--- src/rtl/local_event_fifo.sv ---
// ---------------------------------------------------------------------------
// local_event_fifo
//   Per-channel event buffer between the channel controller and the event
//   router. Completed event words are pushed with an active-low write strobe
//   and held until the router pops them with an active-low read strobe.
//   The head entry is presented first-word-fall-through.
//
// Ports
//   clk                master clock
//   reset_n            asynchronous reset, active low
//   event_in           event word from channel controller (WIDTH-1 bits)
//   write_n            low to push event_in (one push per cycle held low)
//   read_local_fifo_n  low to pop the head entry (one pop per cycle held low)
//   event_out          head entry when not empty, else zero
//   fifo_empty         no entries held
//   fifo_full          DEPTH entries held
//   fifo_half          occupancy >= DEPTH/2
//   fifo_counter       occupancy 0..DEPTH
//   fifo_overflow      sticky, set when a push is dropped on a full FIFO
//   clear_overflow     one-cycle pulse clears fifo_overflow (a drop wins)
// ---------------------------------------------------------------------------
module local_event_fifo #(
    parameter int WIDTH = 64,
    parameter int DEPTH = 4,
    parameter int CNT_W = $clog2(DEPTH) + 1
) (
    input  logic             clk,
    input  logic             reset_n,
    input  logic [WIDTH-2:0] event_in,
    input  logic             write_n,
    input  logic             read_local_fifo_n,
    output logic [WIDTH-2:0] event_out,
    output logic             fifo_empty,
    output logic             fifo_full,
    output logic             fifo_half,
    output logic [CNT_W-1:0] fifo_counter,
    output logic             fifo_overflow,
    input  logic             clear_overflow
);

    localparam int               PTR_W  = $clog2(DEPTH);
    localparam logic [CNT_W-1:0] FULL_C = CNT_W'(DEPTH);
    localparam logic [CNT_W-1:0] HALF_C = CNT_W'(DEPTH / 2);

    typedef enum logic {
        OVF_CLEAR = 1'b0,
        OVF_SET   = 1'b1
    } ovf_state_e;

    // Storage is intentionally not reset; event_out masks it while empty.
    logic [WIDTH-2:0] mem [DEPTH];

    logic [PTR_W-1:0] wr_ptr_q, wr_ptr_d;
    logic [PTR_W-1:0] rd_ptr_q, rd_ptr_d;
    logic [CNT_W-1:0] cnt_q,    cnt_d;
    ovf_state_e       ovf_q,    ovf_d;

    logic empty, full;
    logic push_ok, pop_ok, push_drop;

    assign empty = (cnt_q == '0);
    assign full  = (cnt_q == FULL_C);

    // A pop on a full FIFO frees the slot the concurrent push lands in, so a
    // full FIFO still accepts a push when the head leaves in the same cycle.
    assign pop_ok    = !read_local_fifo_n && !empty;
    assign push_ok   = !write_n && (!full || pop_ok);
    assign push_drop = !write_n && full && !pop_ok;

    // ---------------------------------------------------------------------
    // Pointer / occupancy next state
    // ---------------------------------------------------------------------
    always_comb begin
        wr_ptr_d = wr_ptr_q;
        rd_ptr_d = rd_ptr_q;
        cnt_d    = cnt_q;
        if (push_ok) wr_ptr_d = wr_ptr_q + PTR_W'(1);
        if (pop_ok)  rd_ptr_d = rd_ptr_q + PTR_W'(1);
        unique case ({push_ok, pop_ok})
            2'b10:   cnt_d = cnt_q + CNT_W'(1);
            2'b01:   cnt_d = cnt_q - CNT_W'(1);
            default: cnt_d = cnt_q;
        endcase
    end

    always_ff @(posedge clk or negedge reset_n) begin
        if (!reset_n) begin
            wr_ptr_q <= '0;
            rd_ptr_q <= '0;
            cnt_q    <= '0;
        end else begin
            wr_ptr_q <= wr_ptr_d;
            rd_ptr_q <= rd_ptr_d;
            cnt_q    <= cnt_d;
        end
    end

    always_ff @(posedge clk) begin
        if (push_ok) mem[wr_ptr_q] <= event_in;
    end

    // ---------------------------------------------------------------------
    // Sticky overflow flag: a dropped push beats a concurrent clear.
    // ---------------------------------------------------------------------
    always_comb begin
        ovf_d = ovf_q;
        unique case (ovf_q)
            OVF_CLEAR: if (push_drop)                        ovf_d = OVF_SET;
            OVF_SET:   if (clear_overflow && !push_drop)     ovf_d = OVF_CLEAR;
            default:   ovf_d = OVF_CLEAR;
        endcase
    end

    always_ff @(posedge clk or negedge reset_n) begin
        if (!reset_n) ovf_q <= OVF_CLEAR;
        else          ovf_q <= ovf_d;
    end

    // ---------------------------------------------------------------------
    // Outputs: all decoded from registered state, so they move only on
    // clock edges (or asynchronously on reset).
    // ---------------------------------------------------------------------
    assign event_out     = empty ? '0 : mem[rd_ptr_q];
    assign fifo_empty    = empty;
    assign fifo_full     = full;
    assign fifo_half     = (cnt_q >= HALF_C);
    assign fifo_counter  = cnt_q;
    assign fifo_overflow = (ovf_q == OVF_SET);

endmodule

--- config.mk ---
export PLATFORM = sky130hd
export DESIGN_NAME = local_event_fifo
export DESIGN_NICKNAME = d
export VERILOG_FILES = /design/src/rtl/local_event_fifo.sv
export SDC_FILE = /design/constraint.sdc
export NUM_CORES = 1
export LEC_CHECK = 0
export CAP_MARGIN = 5
export CORE_MARGIN = 2
export CORE_UTILIZATION = 45
export CTS_CLUSTER_SIZE = 16
export DETAILED_ROUTE_END_ITERATION = 12
export PLACE_DENSITY = 0.68
export SLEW_MARGIN = 40
export SYNTH_ARGS = -nofsm -noshare
export SYNTH_HDL_FRONTEND = slang
export SYNTH_SLANG_ARGS = --single-unit
export TNS_END_PERCENT = 30
--- constraint.sdc ---
create_clock -name clk -period 8.73 [get_ports clk]
set_input_delay 2.619 -clock clk [delete_from_list [all_inputs] [get_ports clk]]
set_output_delay 2.619 -clock clk [all_outputs]
set_load 0.1 [all_outputs]
### After elaboration in Yosys (flattened, before gate mapping)

Memory sizes are Yosys's and may differ from the RTL's.
Cells that the tools add are included.

* output and inout port bits: 70
* memories: 1
* bits in registers: 8
* bits of input ports: 68
* bits in writable memories: 252
* logic and storage cells: 35

* $lt $le $gt $ge: 1
* reductions and logical operators: 14
* bitwise operators: 1
* muxes and demuxes: 7
* eq/ne operators: 3
* add/sub/neg operators: 4

Memories
* mem: depth 4, width 63, read ports 1, clocked after Yosys merged registers in 0, wr ports 1, line 51 `logic [WIDTH-2:0] mem [DEPTH];`

Operators by type and width (number)
* 63-bit 2-to-1 mux: 1
* 1-bit logical NOT: 6
* 3-bit case mux with 2 select lines: 1
* 1-bit logical AND: 5
* 2-bit by 1-bit adder with 2-bit output, second input constant: 2
* 1-bit 2-to-1 mux: 4
* 3-bit by 1-bit adder with 3-bit output, second input constant: 1
* 3-bit equality test, second input constant: 1
* 3-bit by 2-bit greater-or-equal comparator with 1-bit output, second input constant: 1
* 3-bit logical NOT: 1
* 3-bit by 1-bit subtractor with 3-bit output, second input constant: 1
* 2-bit by 1-bit equality test with 1-bit output, second input constant: 1
* 2-bit equality test, second input constant: 1
* 1-bit case mux with 2 select lines: 1
* 2-bit nonzero test: 1
* 1-bit logical OR: 1
* 1-bit NOT: 1

### Depth between registers and ports, before layout

Gate-level depths: netlist of run 1.

* word-level depth: 9
* depth in mapped cells: 9

### Worst setup path after synthesis of run 1

Ideal clock, no wire load.

* kind: register to output
* from: reg cnt_q[0] (netlist: fifo_counter[0])
* to: out event_out[31]
* buffers on the path: 1
* slack: 2.797 ns
* arrival: 3.314 ns
* cell stages (with the launch flop): 4
* cells stage by stage: dfrtp_1 > nor3_2 > clkbuf_1 > nor2b_1

* longest elaborated chain between the ends: 2

Ends and longest elaborated chain
* from (decl): line 55 `logic [CNT_W-1:0] cnt_q, cnt_d;`
* from (signal assigned): line 94 `cnt_q <= cnt_d;`
* 3-bit logical NOT: line 61 `assign empty = (cnt_q == '0);`
* named net fifo_empty: line 33 `output logic fifo_empty,`
* 63-bit 2-to-1 mux: line 123 `assign event_out = empty ? '0 : mem[rd_ptr_q];`
* to (decl): line 32 `output logic [WIDTH-2:0] event_out,`

The timed path passes the listed nets, and every way through them passes these cells.

### Worst setup path after layout of run 1

* from: reg rd_ptr_q[0]
* to: out event_out[29]

* longest elaborated chain between the ends: 2

Ends and longest elaborated chain
* from (decl): line 54 `logic [PTR_W-1:0] rd_ptr_q, rd_ptr_d;`
* from (signal assigned): line 93 `rd_ptr_q <= rd_ptr_d;`
* memory 4 x 63 bit
* 63-bit 2-to-1 mux: line 123

No other way between the ends.

==> metrics.cfg, run 1 <==
[global_routing]
grt_max_degree=37
antenna_found_initial=0
grt_pass1_wl_um=28400
grt_pass1_vias=5003
grtUsageTotal_pct=15.6
overflow=0

[critical_path]
crit_required_ns=6.11
crit_type=reg -> out
critPathCaptureType=primary output
r2r-start=fifo_counter[0]$_DFFE_PN0P_
regToRegEndpoint=fifo_counter[2]$_DFFE_PN0P_
crit_fanout=19
r2r_slack_ns=6.27
worst_setup_path_start_kind=flip-flop
crit_arrival_ns=2.72
rr_worst_depth=9

[routing]
avgViaCountPerCell=5.24
ant_nets=0
wire_per_inst_um=20.3
dr.pass1.iters=4
drcViolationCount=0
wirelength_um=18100
drtIter0Drc=290
vias=4682

[clocking]
cts_tree=done
cts_sinks=260
cts_max_path_buffers=3
cts_made_buffers=26
post_cts.repair.setup_buffers=0
clk_pin_slew_ns=0.06
hold_buffers=0
htree_levels=1
clk_latency_ns=0.52
cts_root_buf=clkbuf_16
cts_resized=0

[synth]
syn_avg_cell_area_um2=22.7
synth_warnings=0
synth_edf_count=252
syn-cell-area_um2=10000
syn_nets=515
ys.flop_type=edfxtp_1
synth.distinct_cells=24
synthesis.instances=441
ys_ff_latch=260
synth_top_area_cell=edfxtp_1
ys_seq_area_share_pct=77.7
synth.top_cells.by_area=edfxtp_1, mux4_2, nor2b_1
async_flop_share_pct=3.08
synth.top_cell.area_share_pct=75.7

[die]
die_w_um=153
pin_count=138
start_util_pct=45.8
core_area_um2=21800
die_area_um2=23400
num_rows=54
die_y_um=153

[final_layout]
most-common-layout-cells=edfxtp_1, buf_2, clkdlybuf4s50_1
final_common_cell=edfxtp_1
instances_no_fill=894
drive_gt1_share_pct=30.5
fin_area_um2=12200
nets=670
area_delta_synth_final_pct=22.3
diodes=0

[timing]
rsz0062_at_grt=no
fin_tns_setup_ns=0
clock-skew-final_ns=0.0139
relSlewSlack_pct=63.4
finalCriticalPeriod_ns=5.34
worstMarginPinSlew_ns=0.550
maxSlewViolCount=0
period_share_pct=61.2
final-setup-viol-count=0
hold_violations=0
max_freq_mhz=187

[min_path]
hold_path.startpoint=fifo_overflow$_DFF_PN0_
whs_endpoint=fifo_overflow$_DFF_PN0_
hold_depth=1
min_path_type=reg -> reg

[place]
place_area_um2=11400
place_inst=848
hpwlAfterDp_um=10900
gp_congestion=0.713
portBuffers=137

[status]
outcome=finished, final reports clean

[job]
maxCapViolCount=0

state kept, by name, indices dropped and copies added, names as in the netlist:
name,count
fifo_overflow,1
wr_ptr_q,2
rd_ptr_q,2
mem,252
fifo_counter,3
Yosys cell counts, drive strengths merged, types with 2 or more instances:
cell and instances:
xor2 4, edfxtp 252, clkbuf 6, ha 5, buf 15, mux4 63, nor2b 60, dfrtp 8
nor3b 2, xnor2 2, and2 4, nor2 2, inv 8, and2b 3
worst max-delay path by stage:
stage / slack [ns] / startpoint / endpoint / depth (start not counted)
floorplan: 2.80 / fifo_counter[0]$_DFFE_PN0P_ / event_out[31] / 3
global placement: 2.77 / rd_ptr_q[0]$_DFFE_PN0P_ / event_out[29] / 4
detailed placement: 3.88 / rd_ptr_q[0]$_DFFE_PN0P_ / event_out[30] / 5
CTS: 3.31 / rd_ptr_q[0]$_DFFE_PN0P_ / event_out[29] / 5
global route: 3.21 / rd_ptr_q[0]$_DFFE_PN0P_ / event_out[29] / 5
finish: 3.39 / rd_ptr_q[0]$_DFFE_PN0P_ / event_out[29] / 5
worst max-delay path, stage by stage (launching register included):
cell	delay, ns
dfrtp_4	0.63
buf_12	0.25
buf_4	0.31
mux4_2	0.55
nor2b_1	0.15
buf_2	0.31
cells by family after synthesis:
kind of cell | Yosys count | synth area share, %
AOI/OAI and AO/OA | 2 | 0.188
xor gates and xnor gates | 6 | 0.526
adders and majority gates | 6 | 0.826
buffers and inverters | 29 | 1.68
DFF | 260 | 77.7
muxes | 65 | 14.4
and+or+nand+nor | 73 | 4.67
routing by layer:
| metal | track usage, % | wire (µm) | share of wire (%) |
|---|---|---|---|
| met4 | 3.40 | 341 | 1.9 |
| met2 | 25.1 | 8700 | 48 |
| met5 | 0 | 0 | 0 |
| met3 | 4.34 | 1280 | 7.1 |
| met1 | 21.6 | 7800 | 43 |
cell type report:
class / count / area (µm²)
fill: 1640 / 9600
sequential: 260 / 7770
multi-input combinational: 152 / 2080
timing repair buffer: 148 / 1200
clock buffer: 37 / 713
tap: 280 / 350
clock inverter: 9 / 71.3
inverter: 8 / 30.0
per-stage QoR:
stage                     hold WS [ns]  utilization, %  setup slack [ns]
after floorplan                  0.512               -              2.80
after global placement           0.475            53.3              2.77
after detailed placement         0.491            52.4              3.88
after CTS                        0.504            56.0              3.31
after global routing             0.539            56.0              3.21
final                            0.499            56.0              3.39
Power of run 1 is left out: the tool's default activity adds up to more than one toggle a clock period on the data nets, which glitch-free logic cannot reach.
==> inputs of run 2 (changes only) <==
--- a/config.mk
+++ b/config.mk
@@ -10,7 +10,7 @@
 export CORE_UTILIZATION = 45
 export CTS_CLUSTER_SIZE = 16
 export DETAILED_ROUTE_END_ITERATION = 12
-export PLACE_DENSITY = 0.68
+export PLACE_DENSITY = 0.7
 export SLEW_MARGIN = 40
 export SYNTH_ARGS = -nofsm -noshare
 export SYNTH_HDL_FRONTEND = slang
==> constraint.sdc (replaced) <==
create_clock -name clk -period 4.57 [get_ports clk]
set_input_delay 1.371 -clock clk [delete_from_list [all_inputs] [get_ports clk]]
set_output_delay 1.371 -clock clk [all_outputs]
set_load 0.1 [all_outputs]
==> metrics.cfg, run 2 (same netlist as run 1, synthesis figures left out) <==
[global_routing]
antenna_found_initial=0  ; unchanged
grt_pass1_wl_um=28000  ; was 28400 µm
grtUsageTotal_pct=15.4  ; was 15.6%
grt_pass1_vias=4930  ; was 5003
overflow=0  ; unchanged
grt_max_degree=45  ; was 37

[job]
maxCapViolCount=0  ; unchanged

[clocking]
cts_root_buf=clkbuf_16  ; unchanged
htree_levels=1  ; unchanged
cts_sinks=260  ; unchanged
cts_made_buffers=26  ; unchanged
cts_tree=done  ; unchanged
hold_buffers=0  ; unchanged
cts_max_path_buffers=3  ; unchanged
clk_pin_slew_ns=0.06  ; about the same
cts_resized=0  ; unchanged
clk_latency_ns=0.51  ; was 0.52 ns
post_cts.repair.setup_buffers=0  ; unchanged

[final_layout]
final_common_cell=edfxtp_1  ; unchanged
most-common-layout-cells=edfxtp_1, buf_4, clkdlybuf4s50_1  ; was edfxtp_1, buf_2, clkdlybuf4s50_1
top_register=mem  ; unchanged
drive_gt1_share_pct=32.5  ; was 30.5%
nets=670  ; unchanged
diodes=0  ; unchanged
largest_reg_flops=252  ; unchanged
area_delta_synth_final_pct=25.8  ; was 22.3%

[timing]
worstMarginPinSlew_ns=0.708  ; was 0.550 ns
final-setup-viol-count=0  ; unchanged
finalCriticalPeriod_ns=3.86
period_share_pct=84.5
setup_slack_ns=0.708  ; was 3.39 ns
fin_hold_ws_ns=0.500  ; was 0.499 ns
clock-skew-final_ns=0.00582  ; was 0.0139 ns
relSlewSlack_pct=52.8  ; was 63.4%
max_freq_mhz=259
maxSlewViolCount=0  ; unchanged
hold_violations=0  ; unchanged
rsz0062_at_grt=no  ; unchanged

[routing]
wire_per_inst_um=20.1  ; was 20.3 µm
wirelength_um=18000  ; was 18100 µm
drtIter0Drc=333  ; was 290
vias=4659  ; was 4682
dr.pass1.iters=4  ; unchanged
drcViolationCount=0  ; unchanged
avgViaCountPerCell=5.20  ; was 5.24
ant_nets=0  ; unchanged

[die]
die_w_um=153  ; unchanged
core_area_um2=21800  ; unchanged
start_util_pct=45.8  ; unchanged
num_rows=54  ; unchanged
die_area_um2=23400  ; unchanged
pin_count=138  ; unchanged
die_y_um=153  ; unchanged

[critical_path]
crit_arrival_ns=2.49  ; was 2.72 ns
rr_worst_depth=4  ; was 9
crit_type=reg -> out  ; unchanged
crit_required_ns=3.20  ; was 6.11 ns
r2r-start=fifo_counter[2]$_DFFE_PN0P_  ; was fifo_counter[0]$_DFFE_PN0P_
r2r_slack_ns=2.34  ; was 6.27 ns
critPathCaptureType=primary output  ; unchanged
crit_fanout=17  ; was 19
worst_setup_path_start_kind=flip-flop  ; unchanged
regToRegEndpoint=mem[3][28]$_DFFE_PP_  ; was fifo_counter[2]$_DFFE_PN0P_

[place]
hpwlAfterDp_um=10800  ; was 10900 µm
pre_cts_slack_ns=1.07  ; was 3.88 ns
portBuffers=137  ; unchanged
gp_congestion=0.690  ; was 0.713

[status]
outcome=finished, final reports clean  ; unchanged

[min_path]
hold_path.startpoint=fifo_overflow$_DFF_PN0_  ; unchanged
min_path_type=reg -> reg  ; unchanged
whs_endpoint=fifo_overflow$_DFF_PN0_  ; unchanged
hold_depth=1  ; unchanged

-- run 2: worst max path at each step --
stage | to | start | slack (ns) | depth (start not counted)
after CTS | event_out[59] | rd_ptr_q[0]$_DFFE_PN0P_ | 0.61 | 4
final | event_out[37] | rd_ptr_q[0]$_DFFE_PN0P_ | 0.71 | 4
after detailed placement | mem[3][33]$_DFFE_PP_ | read_local_fifo_n | 1.07 | 4
after global placement | mem[1][27]$_DFFE_PP_ | read_local_fifo_n | 1.13 | 4
after global routing | event_out[42] | rd_ptr_q[0]$_DFFE_PN0P_ | 0.55 | 4
after floorplan | event_out[31] | fifo_counter[0]$_DFFE_PN0P_ | -0.11 | 3
-- run 2: cell type report --
class,count,area [µm²]
clock buffers,29,693
clock inverters,19,325
fillers,1627,9250
inverters,8,30.0
flip-flops and latches,260,7770
repair buffers,148,1330
multi-input cells,152,2080
well taps,280,350
-- run 2: stage by stage --
| stage | cells | util, % | setup TNS [ns] | instance area (µm²) |
|---|---|---|---|---|
| 2_1_floorplan | 441 | - | -1.03 | 10000 |
| 3_3_place_gp | 848 | 53.1 | 0 | 11600 |
| 3_5_place_dp | 848 | 53.0 | 0 | 11600 |
| 4_1_cts | 896 | 57.6 | 0 | 12600 |
| 5_1_grt | 896 | 57.6 | 0 | 12600 |
| 6_report | 896 | 57.6 | 0 | 12600 |
-- run 2: routing by layer --
layer	part of all wire, %	global-route usage, %	wire length [µm]
met1	44	21.9	7900
met4	1.2	3.17	222
met2	48	24.9	8630
met3	6.9	3.37	1240
met5	0	0	0
-- run 2: worst max-delay path, cell delays in order (launching register included) --
cell and delay [ns]:
dfrtp_4 0.62, buf_4 0.39, mux4_2 0.57, nor2b_1 0.15, buf_4 0.24
Power of run 2 is left out for the same reason.
